[src/rtl/timer_pkg.sv]
// Shared definitions for the timer interrupt stage.
//   CNT_W          counter / compare width
//   INT_MATCH_BIT  int_st / int_en bit of the compare-match source
//   INT_OVF_BIT    int_st / int_en bit of the counter-overflow source
//   match_state_t  states of the compare-match edge detector
package timer_pkg;

    localparam int CNT_W         = 64;
    localparam int INT_MATCH_BIT = 0;
    localparam int INT_OVF_BIT   = 1;

    typedef enum logic {
        ARMED   = 1'b0,
        MATCHED = 1'b1
    } match_state_t;

endpackage

[src/rtl/timer_match_fsm.sv]
// Compare-match edge detector: turns a level "cnt == tcmp" into a single
// event, so a compare held true (halted counter, slow divider) raises the
// match status only once.
//
//   state   | meaning
//   --------+--------------------------------------------------------
//   ARMED   | compare not true last cycle; next eq=1 is a new match
//   MATCHED | match already reported; wait for eq=0 before re-arming
//
// Ports:
//   clk        system clock
//   rst        asynchronous reset, active-high
//   eq         live compare result
//   match_evt  one-cycle match event (combinational, valid for this edge)
import timer_pkg::*;

module timer_match_fsm (
    input  logic clk,
    input  logic rst,
    input  logic eq,
    output logic match_evt
);

    match_state_t state;

    always_ff @(posedge clk or posedge rst) begin
        if (rst) begin
            state <= ARMED;
        end else begin
            case (state)
                ARMED:   if (eq)  state <= MATCHED;
                MATCHED: if (!eq) state <= ARMED;
                default: state <= ARMED;
            endcase
        end
    end

    // The event must be seen at the same edge where eq is first true so the
    // status bit sets at that edge; hence it is decoded from the state.
    assign match_evt = (state == ARMED) && eq;

endmodule

[src/rtl/timer_int_ctrl.sv]
// Timer interrupt stage: compare match and wrap-around detection, sticky
// write-1-to-clear status, enable masking and the registered tim_int output.
//
// Ports:
//   clk          system clock
//   rst          asynchronous reset, active-high
//   cnt          current counter value
//   tcmp         compare value
//   cnt_clr      counter clear strobe (a clear to 0 is not an overflow)
//   int_en       source enables: bit0 match, bit1 overflow
//   tisr_wr_sel  APB write to TISR this cycle
//   wdata        APB write data (only bits 1:0 used)
//   pstrb        APB byte strobes (only bit 0 used)
//   halt_ack     counter halted in debug
//   int_st       sticky status: bit0 match, bit1 overflow
//   tim_int      registered interrupt request
//
// Build option:
//   TIMER_INT_DBG_MASK_EN  when defined, halt_ack=1 forces tim_int low at the
//                          next edge; status still latches and clears.
import timer_pkg::*;

module timer_int_ctrl #(
    parameter int CNT_W  = timer_pkg::CNT_W,
    parameter int DATA_W = 32
) (
    input  logic              clk,
    input  logic              rst,
    input  logic [CNT_W-1:0]  cnt,
    input  logic [CNT_W-1:0]  tcmp,
    input  logic              cnt_clr,
    input  logic [1:0]        int_en,
    input  logic              tisr_wr_sel,
    input  logic [DATA_W-1:0] wdata,
    input  logic [3:0]        pstrb,
    input  logic              halt_ack,
    output logic [1:0]        int_st,
    output logic              tim_int
);

    logic             eq;
    logic             match_evt;
    logic             ovf_evt;
    logic [CNT_W-1:0] cnt_prev;
    logic             cnt_prev_vld;
    logic [1:0]       st_set;
    logic [1:0]       st_clr;
    logic             tim_int_nxt;

    assign eq = (cnt == tcmp);

    timer_match_fsm u_match_fsm (
        .clk       (clk),
        .rst       (rst),
        .eq        (eq),
        .match_evt (match_evt)
    );

    // cnt_prev_vld keeps the first cycle after reset from comparing against
    // the reset value of cnt_prev.
    always_ff @(posedge clk or posedge rst) begin
        if (rst) begin
            cnt_prev     <= '0;
            cnt_prev_vld <= 1'b0;
        end else begin
            cnt_prev     <= cnt;
            cnt_prev_vld <= 1'b1;
        end
    end

    assign ovf_evt = cnt_prev_vld && (cnt_prev == {CNT_W{1'b1}})
                     && (cnt == '0) && !cnt_clr;

    always_comb begin
        st_set                = 2'b00;
        st_set[INT_MATCH_BIT] = match_evt;
        st_set[INT_OVF_BIT]   = ovf_evt;
    end

    assign st_clr = {2{tisr_wr_sel & pstrb[0]}} & wdata[1:0];

    // Set has priority over a clear in the same cycle.
    always_ff @(posedge clk or posedge rst) begin
        if (rst) begin
            int_st <= 2'b00;
        end else begin
            int_st <= st_set | (int_st & ~st_clr);
        end
    end

    always_comb begin
        tim_int_nxt = |(int_st & int_en);
`ifdef TIMER_INT_DBG_MASK_EN
        if (halt_ack) begin
            tim_int_nxt = 1'b0;
        end
`endif
    end

    always_ff @(posedge clk or posedge rst) begin
        if (rst) begin
            tim_int <= 1'b0;
        end else begin
            tim_int <= tim_int_nxt;
        end
    end

    // Inputs that carry no function in this block.
    logic unused_inputs;
`ifdef TIMER_INT_DBG_MASK_EN
    assign unused_inputs = ^{wdata[DATA_W-1:2], pstrb[3:1]};
`else
    assign unused_inputs = ^{wdata[DATA_W-1:2], pstrb[3:1], halt_ack};
`endif

endmodule
[config.mk]
export PLATFORM = sky130hd
export DESIGN_NAME = timer_int_ctrl
export DESIGN_NICKNAME = d
export VERILOG_FILES = /design/src/rtl/timer_pkg.sv /design/src/rtl/timer_match_fsm.sv /design/src/rtl/timer_int_ctrl.sv
export SDC_FILE = /design/constraint.sdc
export NUM_CORES = 1
export LEC_CHECK = 0
export CORE_MARGIN = 2
export CORE_UTILIZATION = 35
export DETAILED_ROUTE_END_ITERATION = 7
export MAX_ROUTING_LAYER = met4
export PLACE_DENSITY = 0.77
export SLEW_MARGIN = 5
export SYNTH_ARGS = -nofsm -noshare
export SYNTH_HDL_FRONTEND = slang
export SYNTH_HIERARCHICAL = 1
export SYNTH_SLANG_ARGS = --single-unit
[constraint.sdc]
create_clock -name clk -period 3.9 [get_ports clk]
set_input_delay 0.39 -clock clk [delete_from_list [all_inputs] [get_ports clk]]
set_output_delay 0.39 -clock clk [all_outputs]
set_load 0.02 [all_outputs]
## Word-level counts from Yosys, hierarchy flattened

Index checks and enable logic that the tools add are counted.

- Logic and storage cells: 22
- Output and inout bits: 3
- Register bits: 69
- Bits of input ports: 171

- Eq/ne operators: 2
- Bitwise operators: 7
- Multiplexer cells: 1
- Reductions and logical operators: 7

Operator list:

| operator | count |
|---|---|
| $eq 64x64->1 | 1 |
| $eq 64x64->1 const B | 1 |
| $logic_not 64->1 | 1 |
| $and 2x2->2 | 3 |
| $logic_and 1x1->1 | 4 |
| $not 2->2 | 1 |
| $or 2x2->2 | 1 |
| $reduce_or 2->1 | 1 |
| $and 1x1->1 | 1 |
| $logic_not 1->1 | 1 |
| $mux 1 | 1 |
| $not 1->1 | 1 |

## Longest topological paths before layout

- Word-level depth: 5
- Mapped depth: 6
- Mapped depth without buffers: 6

## By module

Netlist, hierarchy kept.

By module, submodules not included:

| module | cells an instance | area an instance (um^2) | instances | sequential area each (um^2) |
|---|---|---|---|---|
| timer_int_ctrl | 206 | 2771.4 | 1 | 1701.6 |
| timer_match_fsm | 3 | 42.5 | 1 | 25.0 |

## Worst setup path after synthesis

Ideal clock, no wire load.

- Path type: input to register
- Start: input port cnt[24]
- End: register int_st[1]
- Required time: 3808 ps
- Buffers on the path: 0
- Setup time: 92 ps
- Arrival time: 2054 ps
- Stages: 4
- Setup slack: 1754 ps
- Path through: or4_1 or4_1 or4_1 o31ai_2

- Cells in the longest elaborated chain, start to end: 4

Ends and longest elaborated chain:

| element | line | text |
|---|---|---|
| from (decl) | timer_int_ctrl.sv:29 | `input logic [CNT_W-1:0] cnt,` |
| $logic_not 64->1 | timer_int_ctrl.sv:72 | `&& (cnt == '0) && !cnt_clr;` |
| $logic_and 1x1->1 (2 in a row) | timer_int_ctrl.sv:72 |  |
| $or 2x2->2 | timer_int_ctrl.sv:87 | `int_st <= st_set \| (int_st & ~st_clr);` |
| to (signal assigned) | timer_int_ctrl.sv:87 |  |
| to (decl) | timer_int_ctrl.sv:37 | `output logic [1:0] int_st,` |

No other way between the ends.

## Final worst setup path

- Start: input port cnt[41]
- End: register int_st[1]

The elaborated chain is that of the path after synthesis.

==> out/qor.csv <==
stage,metric,value,unit
place,place_inst,451,
yosys,ys_seq_area_frac,0.614,
cts,cts_buffer_depth,2,
critical_path,endpoint_kind,flip-flop,
floorplanning,fp.dieArea,8770,um2
timing,setup_viol,0,
critical_path,crit_family,simple AND/OR/NAND/NOR gates,
critical_path,critical_path.most_common_cell,or4_1,
power_and_ir_drop,power_density,356,nW/um2
critical_path,crit_buf_inv,1,
critical_path,crit_arrival,2.70,ns
yosys,synthTopCellsByCount,"69 x dfrtp_1, 64 x xor2_1, 27 x nor4_1",
route,routed_wirelength,8.86,mm
min_path,min_path_type,in2async,
floorplanning,die_x,93.7,um
route,firstDrtPassIters,4,
cts,cts_hold_buf,0,
yosys,synth_nets,380,
finish,fin_cells,467,
timing,clock.fmax,409,MHz
cts,clkSinkCount,69,
floorplanning,rows,32,
yosys,ys_warn_count,6,
finish,area_delta_synth_final,61.8,%
yosys,syn_avg_cell_area,13.5,um2
route,final_antenna_net_count,0,
yosys,syn-instance-count,209,
route,drt_iter0_drc,65,
route,routed_via_density,4.98,
power_and_ir_drop,vdd_drop_max,0.170,mV
cts,cts_root_buf,clkbuf_8,
timing,rsz0062_at_grt,no,
timing,finClkSkew,0.00780,ns
critical_path,critical-path-max-stage-delay,0.57,ns
yosys,yosys-top-cells-area,"dfrtp_1 61%, xor2_1 20%, nor4_1 6.0%, nand4_1 4.2%, or4_1 2.1%",
cts,cts_repair_resize_count,0,
place,dp_hpwl,7.29,mm
finish,fillers,668,
yosys,synth.most_common_cell,dfrtp_1,
grt,overflow,0,
yosys,synth_async_sr_flop_share,1.00,
grt,grt_max_degree,52,
timing,slew_viol_final,0,
yosys,synth-edff-count,0,
route,drc_errors,0,
cts,clkTransAtPathRegs,0.07,ns
power_and_ir_drop,p_leak,1.83,nW
flow_run,drv_cap,0,
floorplanning,core,7770,um2
critical_path,cp_cell_sequence,"clkdlybuf4s50_1, or4_1, or4_1, or4_1, o31ai_2",
timing,slew_headroom,0.330,
critical_path,crit_required,4.15,ns
timing,finalSetupTns,0,ns
place,place.gp.congestion,0.836,
critical_path,crit_type,in2reg,
cts,worstSkewPairLatency,0.34,ns
outcome,status,"finished, final reports clean",
timing,hold_viol,0,
finish,diodes,0,
finish,nNetsFinal,531,
finish,drive_gt1_frac,0.0575,
floorplanning,dieHeight,93.7,um
grt,grt_pass1_vias,2554,
cts,cts_buffers,9,
grt,grt_pass1_wl,13.5,mm
critical_path,r2r-start,cnt_prev[27]$_DFF_PP0_,
yosys,yosys_most_used_dff,dfrtp_1,
cts,htreeDepth,3,
cts,cts_setup_buffers,0,
cts,cts_tree,done,
yosys,synth_top_area_frac,0.614,
grt,grt.total_usage,0.220,
timing,max_slew.worst_pin.slew,1.00,ns
yosys,syn_area,2810,um2
timing,min_period,2.45,ns
floorplanning,num_io_pins,174,
critical_path,timing.critical_path.from,cnt[41],
yosys,synth.distinct_cells,19,
route,wl_per_cell,19.0,um
place,numPortBuffers,139,
critical_path,cp_max_fo,3,
grt,antenna_found_initial,0,
floorplanning,initial_utilization,0.362,
yosys,synth_top_cell_by_area,dfrtp_1,
critical_path,critPathSlowestCell,or4_1,
finish,fin_util,0.586,
timing,finalCritPeriodShare,0.627,
yosys,yosys_register_bits,69,
critical_path,cp-start-kind,primary input,
route,num_vias,2325,
[worst paths after layout]
path	slack [ns]	to	cells after the start
min reg2reg	0.53	int_st[0]$_DFF_PP0_	1
min in group clk	0.53	int_st[0]$_DFF_PP0_	1
max in group asynchronous	2.44	cnt_prev[27]$_DFF_PP0_	3
max	1.45	int_st[1]$_DFF_PP0_	5
max reg2reg	2.03	int_st[1]$_DFF_PP0_	4
min	0.23	u_match_fsm/state$_DFF_PP0_	2
[stage by stage]
stage / total power, W / setup WS [ns] / instance area, um2 / hold slack, ns
2_1_floorplan: 0.000835 / 1.75 / 2810 / 0.119
3_3_place_gp: 0.00103 / 1.15 / 4340 / 0.505
3_5_place_dp: 0.00103 / 1.09 / 4340 / 0.510
4_1_cts: 0.00163 / 1.45 / 4550 / 0.225
5_1_grt: 0.00169 / 1.42 / 4550 / 0.227
6_report: 0.00162 / 1.45 / 4550 / 0.232
[cell families (layout without fill, tap and decap cells)]
family	after synthesis	count (layout)	synth area share
simple gates	70	70	0.173
flops	69	69	0.614
xor+xnor	64	64	0.199
compound gates	3	3	0.0102
buf+inv	2	158	0.00267
other cells	1	1	0.00133
[flip-flops by register name (all words and copies together), names as in the netlist]
register	flops
tim_int	1
int_st	2
cnt_prev_vld	1
u_match_fsm/state	1
cnt_prev	64
[worst register-to-register path, cell delays in order, from the launching register on]
cell and delay, ns:
dfrtp_1 0.37, nand4_4 0.10, or4_1 0.52, or4_1 0.57
o31ai_2 0.22
[report_power, final]
group | switching, W | internal (W) | total [W]
combinational | 0.000104 | 0.000156 | 0.000259
clock | 0.000255 | 0.000347 | 0.000602
sequential | 0.0000111 | 0.000749 | 0.000760
[cell usage in the layout, fill, tap and decap left out, drive strengths merged]
| cell | count |
|---|---|
| clkdlybuf4s50 | 139 |
| dfrtp | 69 |
| xor2 | 64 |
| nor4 | 27 |
| nand4 | 21 |
| clkbuf | 13 |
| or4 | 8 |
| nand3 | 2 |
| nor3 | 2 |
| nor2 | 2 |
| nand2 | 2 |
| nand4b | 2 |
| nor4bb | 2 |
| inv | 2 |
| a21o | 1 |
| or4b | 1 |
| o31ai | 1 |
| a22o | 1 |
| clkinv | 1 |
| bufinv | 1 |
| clkinvlp | 1 |
| conb | 1 |
| buf | 1 |
| nor2b | 1 |
[routing by layer]
| metal | track usage | vias up | part of all wire |
|---|---|---|---|
| met5 | - | - | 0 |
| met4 | 0.0761 | 0 | 0.028 |
| met3 | 0.0698 | 24 | 0.097 |
| met2 | 0.360 | 118 | 0.49 |
| met1 | 0.259 | 1110 | 0.38 |
| li1 | - | 1073 | - |
[layout make-up]
type / count / area (um2) / share of cell area
Clock buffer: 13 / 169 / 0.0371
Clock inverter: 3 / 42.5 / 0.00935
Inverter: 2 / 7.51 / 0.00165
Multi-Input combinational cell: 138 / 1080 / 0.237
Sequential cell: 69 / 1730 / 0.379
Tap cell: 102 / 128 / 0.0280
Timing Repair Buffer: 140 / 1400 / 0.307
(Power assumes the default switching activity.)
